## config.mk

```make
export PLATFORM = sky130hd
export DESIGN_NAME = l4_feature_streamer
export DESIGN_NICKNAME = d
export VERILOG_FILES = /design/src/rtl/l4_feature_streamer.sv
export SDC_FILE = /design/constraint.sdc
export NUM_CORES = 1
export LEC_CHECK = 0
export CORE_ASPECT_RATIO = 1.2
export CORE_MARGIN = 4
export CORE_UTILIZATION = 55
export CTS_BUF_LIST = sky130_fd_sc_hd__clkbuf_4
export CTS_CLUSTER_DIAMETER = 60
export CTS_CLUSTER_SIZE = 30
export DETAILED_ROUTE_END_ITERATION = 10
export PLACE_DENSITY = 0.89
export SLEW_MARGIN = 20
export SYNTH_ARGS = -nofsm -noshare
export SYNTH_HDL_FRONTEND = slang
export SYNTH_SLANG_ARGS = --single-unit
```

## constraint.sdc

```tcl
create_clock -name clk -period 2.8 [get_ports clk]
set_input_delay 0.56 -clock clk [delete_from_list [all_inputs] [get_ports clk]]
set_output_delay 0.56 -clock clk [all_outputs]
set_load 0.05 [all_outputs]
```

## src/rtl/l4_feature_streamer.sv

```systemverilog
//==============================================================================
// Module      : l4_feature_streamer
// Description : Reads both layer-4 pooled-feature memories through one shared
//               address and streams the 400 flattened words over valid/ready.
//               A credit rule covers the read-latency pipe plus a small FWFT
//               FIFO, so the FIFO cannot overflow under backpressure.
//               Optional macro: L4_STREAM_RELU_EN (clamp negative words to 0).
// Revision    : 1.0 - initial release
//==============================================================================
`default_nettype none

module l4_feature_streamer #(
  parameter int DATA_WIDTH = 12,
  parameter int BANK_DEPTH = 200,
  parameter int RD_LATENCY = 2,
  parameter int FIFO_DEPTH = 4,
  parameter int IDX_WIDTH  = 9
) (
  input  logic                  clk,
  input  logic                  rst,
  input  logic                  L5_en,
  output logic [7:0]            L4_output_read_addr,
  input  logic [DATA_WIDTH-1:0] L4_output_read_data1,
  input  logic [DATA_WIDTH-1:0] L4_output_read_data2,
  output logic [DATA_WIDTH-1:0] feat_data,
  output logic                  feat_valid,
  input  logic                  feat_ready,
  output logic [IDX_WIDTH-1:0]  feat_index,
  output logic                  feat_last,
  output logic                  L5_feed_done
);

  localparam int CW = $clog2(FIFO_DEPTH + RD_LATENCY + 1);
  localparam int PW = $clog2(FIFO_DEPTH);
  localparam logic [IDX_WIDTH-1:0] LAST_IDX = IDX_WIDTH'(2 * BANK_DEPTH - 1);
  localparam logic [7:0]           ADDR_MAX = 8'(BANK_DEPTH - 1);

  typedef enum logic [3:0] {
    S_IDLE  = 4'b0001,
    S_ISSUE = 4'b0010,
    S_DRAIN = 4'b0100,
    S_DONE  = 4'b1000
  } state_t;

  state_t                 state_q;
  logic [7:0]             addr_q;
  logic                   bank_q;
  logic                   last_seen_q;

  logic [RD_LATENCY-1:0]  pv_q;
  logic                   pb_q [RD_LATENCY];
  logic [IDX_WIDTH-1:0]   pi_q [RD_LATENCY];

  logic [DATA_WIDTH-1:0]  fd_q [FIFO_DEPTH];
  logic [IDX_WIDTH-1:0]   fi_q [FIFO_DEPTH];
  logic [PW-1:0]          wr_ptr_q;
  logic [PW-1:0]          rd_ptr_q;
  logic [CW-1:0]          count_q;
  logic [CW-1:0]          count_d;
  logic                   valid_q;

  logic                   w_abort;
  logic                   w_issue;
  logic                   w_push;
  logic                   w_pop;
  logic [CW-1:0]          w_inflight;
  logic [IDX_WIDTH-1:0]   w_issue_idx;
  logic [DATA_WIDTH-1:0]  w_push_data;
  logic [DATA_WIDTH-1:0]  w_head;
  logic [DATA_WIDTH-1:0]  w_word;

  // Credit accounting: count reads in flight and decide whether to issue
  always_comb begin
    w_inflight = '0;
    for (int k = 0; k < RD_LATENCY; k++) begin
      w_inflight = w_inflight + CW'(pv_q[k]);
    end
    w_abort     = !L5_en && ((state_q == S_ISSUE) || (state_q == S_DRAIN));
    w_issue     = (state_q == S_ISSUE) && L5_en &&
                  ((count_q + w_inflight) < CW'(FIFO_DEPTH));
    w_issue_idx = bank_q ? (IDX_WIDTH'(BANK_DEPTH) + IDX_WIDTH'(addr_q))
                         : IDX_WIDTH'(addr_q);
    w_push      = pv_q[RD_LATENCY-1];
    w_push_data = pb_q[RD_LATENCY-1] ? L4_output_read_data2 : L4_output_read_data1;
    w_pop       = valid_q && feat_ready;
    count_d     = count_q + CW'(w_push) - CW'(w_pop);
  end

  // Control FSM: walks bank 0 then bank 1, then waits for the stream to drain
  always_ff @(posedge clk) begin
    if (rst) begin
      state_q     <= S_IDLE;
      addr_q      <= '0;
      bank_q      <= 1'b0;
      last_seen_q <= 1'b0;
    end else begin
      if (w_pop && (fi_q[rd_ptr_q] == LAST_IDX)) begin
        last_seen_q <= 1'b1;
      end
      case (state_q)
        S_IDLE: begin
          addr_q      <= '0;
          bank_q      <= 1'b0;
          last_seen_q <= 1'b0;
          if (L5_en) state_q <= S_ISSUE;
        end
        S_ISSUE: begin
          if (!L5_en) begin
            state_q     <= S_IDLE;
            addr_q      <= '0;
            bank_q      <= 1'b0;
            last_seen_q <= 1'b0;
          end else if (w_issue) begin
            if (addr_q == ADDR_MAX) begin
              addr_q <= '0;
              if (bank_q) begin
                bank_q  <= 1'b0;
                state_q <= S_DRAIN;
              end else begin
                bank_q <= 1'b1;
              end
            end else begin
              addr_q <= addr_q + 8'd1;
            end
          end
        end
        S_DRAIN: begin
          if (!L5_en) begin
            state_q     <= S_IDLE;
            last_seen_q <= 1'b0;
          end else if ((w_inflight == '0) && (count_q == '0) && last_seen_q) begin
            state_q <= S_DONE;
          end
        end
        S_DONE: begin
          if (!L5_en) state_q <= S_IDLE;
        end
        default: state_q <= S_IDLE;
      endcase
    end
  end

  // Read-latency pipe: carries valid, bank select and index alongside the RAM read
  always_ff @(posedge clk) begin
    if (rst) begin
      pv_q <= '0;
      for (int k = 0; k < RD_LATENCY; k++) begin
        pb_q[k] <= 1'b0;
        pi_q[k] <= '0;
      end
    end else begin
      pv_q[0] <= w_issue && !w_abort;
      pb_q[0] <= bank_q;
      pi_q[0] <= w_issue_idx;
      for (int k = 1; k < RD_LATENCY; k++) begin
        pv_q[k] <= pv_q[k-1];
        pb_q[k] <= pb_q[k-1];
        pi_q[k] <= pi_q[k-1];
      end
      if (w_abort) pv_q <= '0;
    end
  end

  // Output FIFO: first-word-fall-through, flushed on reset or abort
  always_ff @(posedge clk) begin
    if (rst) begin
      wr_ptr_q <= '0;
      rd_ptr_q <= '0;
      count_q  <= '0;
      valid_q  <= 1'b0;
      for (int k = 0; k < FIFO_DEPTH; k++) begin
        fd_q[k] <= '0;
        fi_q[k] <= '0;
      end
    end else if (w_abort) begin
      wr_ptr_q <= '0;
      rd_ptr_q <= '0;
      count_q  <= '0;
      valid_q  <= 1'b0;
    end else begin
      if (w_push) begin
        fd_q[wr_ptr_q] <= w_push_data;
        fi_q[wr_ptr_q] <= pi_q[RD_LATENCY-1];
        wr_ptr_q <= (wr_ptr_q == PW'(FIFO_DEPTH - 1)) ? '0 : wr_ptr_q + 1'b1;
      end
      if (w_pop) begin
        rd_ptr_q <= (rd_ptr_q == PW'(FIFO_DEPTH - 1)) ? '0 : rd_ptr_q + 1'b1;
      end
      count_q <= count_d;
      valid_q <= (count_d != '0);
    end
  end

  // Head-of-FIFO word, optionally clamped to zero when negative
  always_comb begin
    w_head = fd_q[rd_ptr_q];
`ifdef L4_STREAM_RELU_EN
    w_word = w_head[DATA_WIDTH-1] ? '0 : w_head;
`else
    w_word = w_head;
`endif
  end

  assign L4_output_read_addr = addr_q;
  assign feat_valid          = valid_q;
  assign feat_data           = valid_q ? w_word : '0;
  assign feat_index          = valid_q ? fi_q[rd_ptr_q] : '0;
  assign feat_last           = valid_q && (fi_q[rd_ptr_q] == LAST_IDX);
  assign L5_feed_done        = (state_q == S_DONE);

endmodule

`default_nettype wire

```

==> flow_metrics.env <==
export IMPL_outcome="finished, violations left"
export IMPL_violations="setup timing"
export IMPL_synthFlopType="edfxtp_1"
export IMPL_peakVddDrop_mv=0.502
export IMPL_cts_tree="built"
export IMPL_die_area_sq_um=12300
export IMPL_grt_overflow_total=0
export IMPL_grt_max_degree=45
export IMPL_place_congestion=0.826
export IMPL_design_area_sq_um=6870
export IMPL_placed_cell_area_sq_um=6550
export IMPL_hold_path_class="register to register"
export IMPL_ys_warn_count=0
export IMPL_rsz0062_at_grt="true"
export IMPL_yosysSeqAreaShare_pct=59.3
export IMPL_synth_seq_cells=130
export IMPL_chipWidth_microns=102
export IMPL_cts_path_max_buffers=2
export IMPL_antennaDiodeCount=0
export IMPL_ys_async_sr_fraction_pct=0
export IMPL_die_y_microns=121
export IMPL_maxCapViolCount=0
export IMPL_timing_hold_ws_ps=448
export IMPL_fillers=713
export IMPL_report_final_slew_viol_count=0
export IMPL_worst_slack_ps=-111
export IMPL_power_per_cell_area_nw_per_um2=674
export IMPL_slew_headroom_pct=49.5
export IMPL_synth_avg_cell_area_sq_um=12.5
export IMPL_yosysUniqueCellTypes=48
export IMPL_route_detailed_drc=0
export IMPL_routed_wl_mm=12.4
export IMPL_drtIter0Drc=196
export IMPL_critPathCaptureType="output pin"
export IMPL_multi_input_area_sq_um=2180
export IMPL_grt_antenna_before_repair=0
export IMPL_nets=576
export IMPL_wl_per_cell_microns=18.3
export IMPL_timing_final_crit_period_ps=2910
export IMPL_syn_area_sq_um=5800
export IMPL_num_io_pins=60
export IMPL_crit_arrival_ps=2350
export IMPL_worstSetupStartpointType="register"
export IMPL_hold_buffers=0
export IMPL_dpl_hpwl_mm=8.73
export IMPL_cts_max_level=4
export IMPL_regArea_sq_um=3450
export IMPL_grt_pass1_wl_mm=19.7
export IMPL_layout_drive_gt1_share_pct=18.3
export IMPL_synth_edf_count=84
export IMPL_path_class="register to output pin"
export IMPL_via_per_inst=5.77
export IMPL_leakage_nw=2.62
export IMPL_cp_required_ps=2240
export IMPL_fin_skew_ps=15.7
export IMPL_vias=3903
export IMPL_numCtsBuffers=17
export IMPL_cts_root_buffer="clkbuf_4"
export IMPL_core_area_sq_um=10200
export IMPL_grtUsageTotal_pct=21.1
export IMPL_hold_violations=0
export IMPL_ant_nets=0
export IMPL_grt_pass1_vias=4005
export IMPL_start_util_pct=57.1
export IMPL_cp_max_fo=6
export IMPL_row_count=40
export IMPL_period_share_pct=104
export IMPL_setup_viol=1
export IMPL_fmax_mhz=344
export IMPL_postSynthCellCount=463
export IMPL_firstDrtPassIters=4
export IMPL_cts_sinks=130
export IMPL_port_buffer_count=59
export IMPL_max_slew_worst_pin_slew_ps=752
export IMPL_synth_nets=501
export IMPL_areaGrowthSynthToFinish_pct=18.5
export IMPL_path_clk_slew_ps=110
export IMPL_insertion_delay_ps=500
## routing by layer
metal / global-route usage, % / wire length (microns) / vias to the layer above
met1: 23.6 / 4460 / 1898
li1: - / - / 1810
met4: 6.32 / 226 / 0
met2: 38.8 / 6790 / 174
met3: 5.31 / 877 / 21
met5: 0 / 0 / -
## worst max-delay path, cell delays in order, from the launching register on
cell      delay (ps)
dfxtp_4          430
mux4_2           520
nand2b_1         170
or4_4            470
nor2_4           130
buf_12           140
## kinds of logic after synthesis
logic type / Yosys count / share of synthesized area (%)
AO/OA/AOI/OAI: 35 / 4.12
XOR/XNOR: 9 / 1.36
adder cells (fa/ha/maj): 10 / 2.29
buffers and inverters: 39 / 2.93
flip-flops: 130 / 59.3
multiplexers: 37 / 11.5
AND/OR/NAND/NOR: 203 / 18.4
## state kept, by name (all words and copies together), names as in the netlist, named ones only
signal and flops:
L4_output_read_addr 8, wr_ptr_q 2, pv_q 2, pi_q 18, rd_ptr_q 2, bank_q 1, state_q 4, last_seen_q 1
feat_valid 1, pb_q 2, fd_q 48, count_q 3, fi_q 36
## final timing paths
kind	slack, ps	to	startpoint	cells after the start
max	-110	feat_last	register	5
min	450	pi_q[0][17]$_SDFF_PP0_	pi_q[0][8]$_SDFF_PP0_	1
max reg2reg	290	bank_q$_SDFFE_PP0P_	pv_q[1]$_SDFF_PP0_	7
min reg2reg	450	pi_q[0][17]$_SDFF_PP0_	pi_q[0][8]$_SDFF_PP0_	1
## cell usage after synthesis (2+ instances only)
| library cell | n | area [sq um] |
|---|---|---|
| a211oi_1 | 2 | 15.0 |
| a21oi_1 | 14 | 70.1 |
| a311oi_1 | 2 | 17.5 |
| and2_1 | 51 | 319 |
| and3_1 | 10 | 62.6 |
| buf_1 | 2 | 7.51 |
| buf_2 | 4 | 20.0 |
| buf_4 | 3 | 22.5 |
| clkbuf_1 | 15 | 56.3 |
| dfxtp_1 | 46 | 921 |
| edfxtp_1 | 84 | 2520 |
| ha_1 | 9 | 113 |
| inv_1 | 14 | 52.6 |
| mux2_2 | 2 | 22.5 |
| mux2i_1 | 14 | 140 |
| mux4_1 | 9 | 236 |
| mux4_2 | 12 | 270 |
| nand2_1 | 14 | 52.6 |
| nand2b_1 | 5 | 31.3 |
| nand3_1 | 6 | 30.0 |
| nand3b_1 | 4 | 30.0 |
| nand4_1 | 2 | 12.5 |
| nand4b_1 | 2 | 17.5 |
| nor2_1 | 72 | 270 |
| nor2b_1 | 17 | 106 |
| nor3_1 | 5 | 25.0 |
| nor3b_2 | 2 | 25.0 |
| nor4_1 | 2 | 12.5 |
| o211a_1 | 2 | 20.0 |
| o21ai_0 | 3 | 15.0 |
| o32ai_1 | 4 | 35.0 |
| or3_1 | 7 | 43.8 |
| xnor2_1 | 6 | 52.6 |
| xor2_1 | 3 | 26.3 |
## placed cells by master, fill, tap and decap left out, drive strengths merged, types with 2 or more instances in the layout
cell,synthesis,routed
a211oi,2,2
a21oi,15,15
a311oi,2,2
and2,51,51
and3,10,10
buf,10,44
bufinv,0,3
clkbuf,15,17
clkdlybuf4s50,0,36
clkinv,0,5
clkinvlp,0,4
dfxtp,46,46
edfxtp,84,84
ha,9,9
inv,14,17
mux2,2,2
mux2i,14,14
mux4,21,21
nand2,14,14
nand2b,5,5
nand3,6,6
nand3b,4,4
nand4,2,2
nand4b,2,2
nor2,72,72
nor2b,17,17
nor3,5,5
nor3b,3,3
nor4,2,2
o211a,2,2
o21ai,3,3
o32ai,4,4
or3,7,7
xnor2,6,6
xor2,3,3
## report_power, final
group / internal [mW] / leakage, nW / switching [mW]
clock: 0.627 / 0.155 / 0.711
sequential: 2.13 / 1.24 / 0.0898
combinational: 0.431 / 1.22 / 0.648
## final cells by class
class	instances	share of cell area, %
Sequential cell	130	50.2
Multi-Input combinational cell	294	31.8
Timing Repair Buffer	81	10.5
Clock inverter	15	2.66
Tap cell	126	2.29
Clock buffer	17	1.86
Inverter	14	0.765
## per-stage QoR
step / cells / total power, mW / setup TNS, ps / utilization, % / worst slack (ps)
floorplan: 463 / 2.98 / 0 / - / 16.9
global placement: 644 / 3.27 / 0 / 64.4 / 161
detailed placement: 644 / 3.32 / 0 / 64.4 / 57.8
finish: 677 / 4.63 / -111 / 67.6 / -111
global route: 677 / 4.84 / -237 / 67.6 / -237
CTS: 677 / 4.65 / -169 / 67.7 / -169
## repair_timing
action	in CTS	in global routing
hold endpoints to repair	0	0
endpoints found under the setup margin	16	3
resized for setup	7	5
buffers inserted	1	0
No activity file was read; power rests on OpenSTA's default activity.
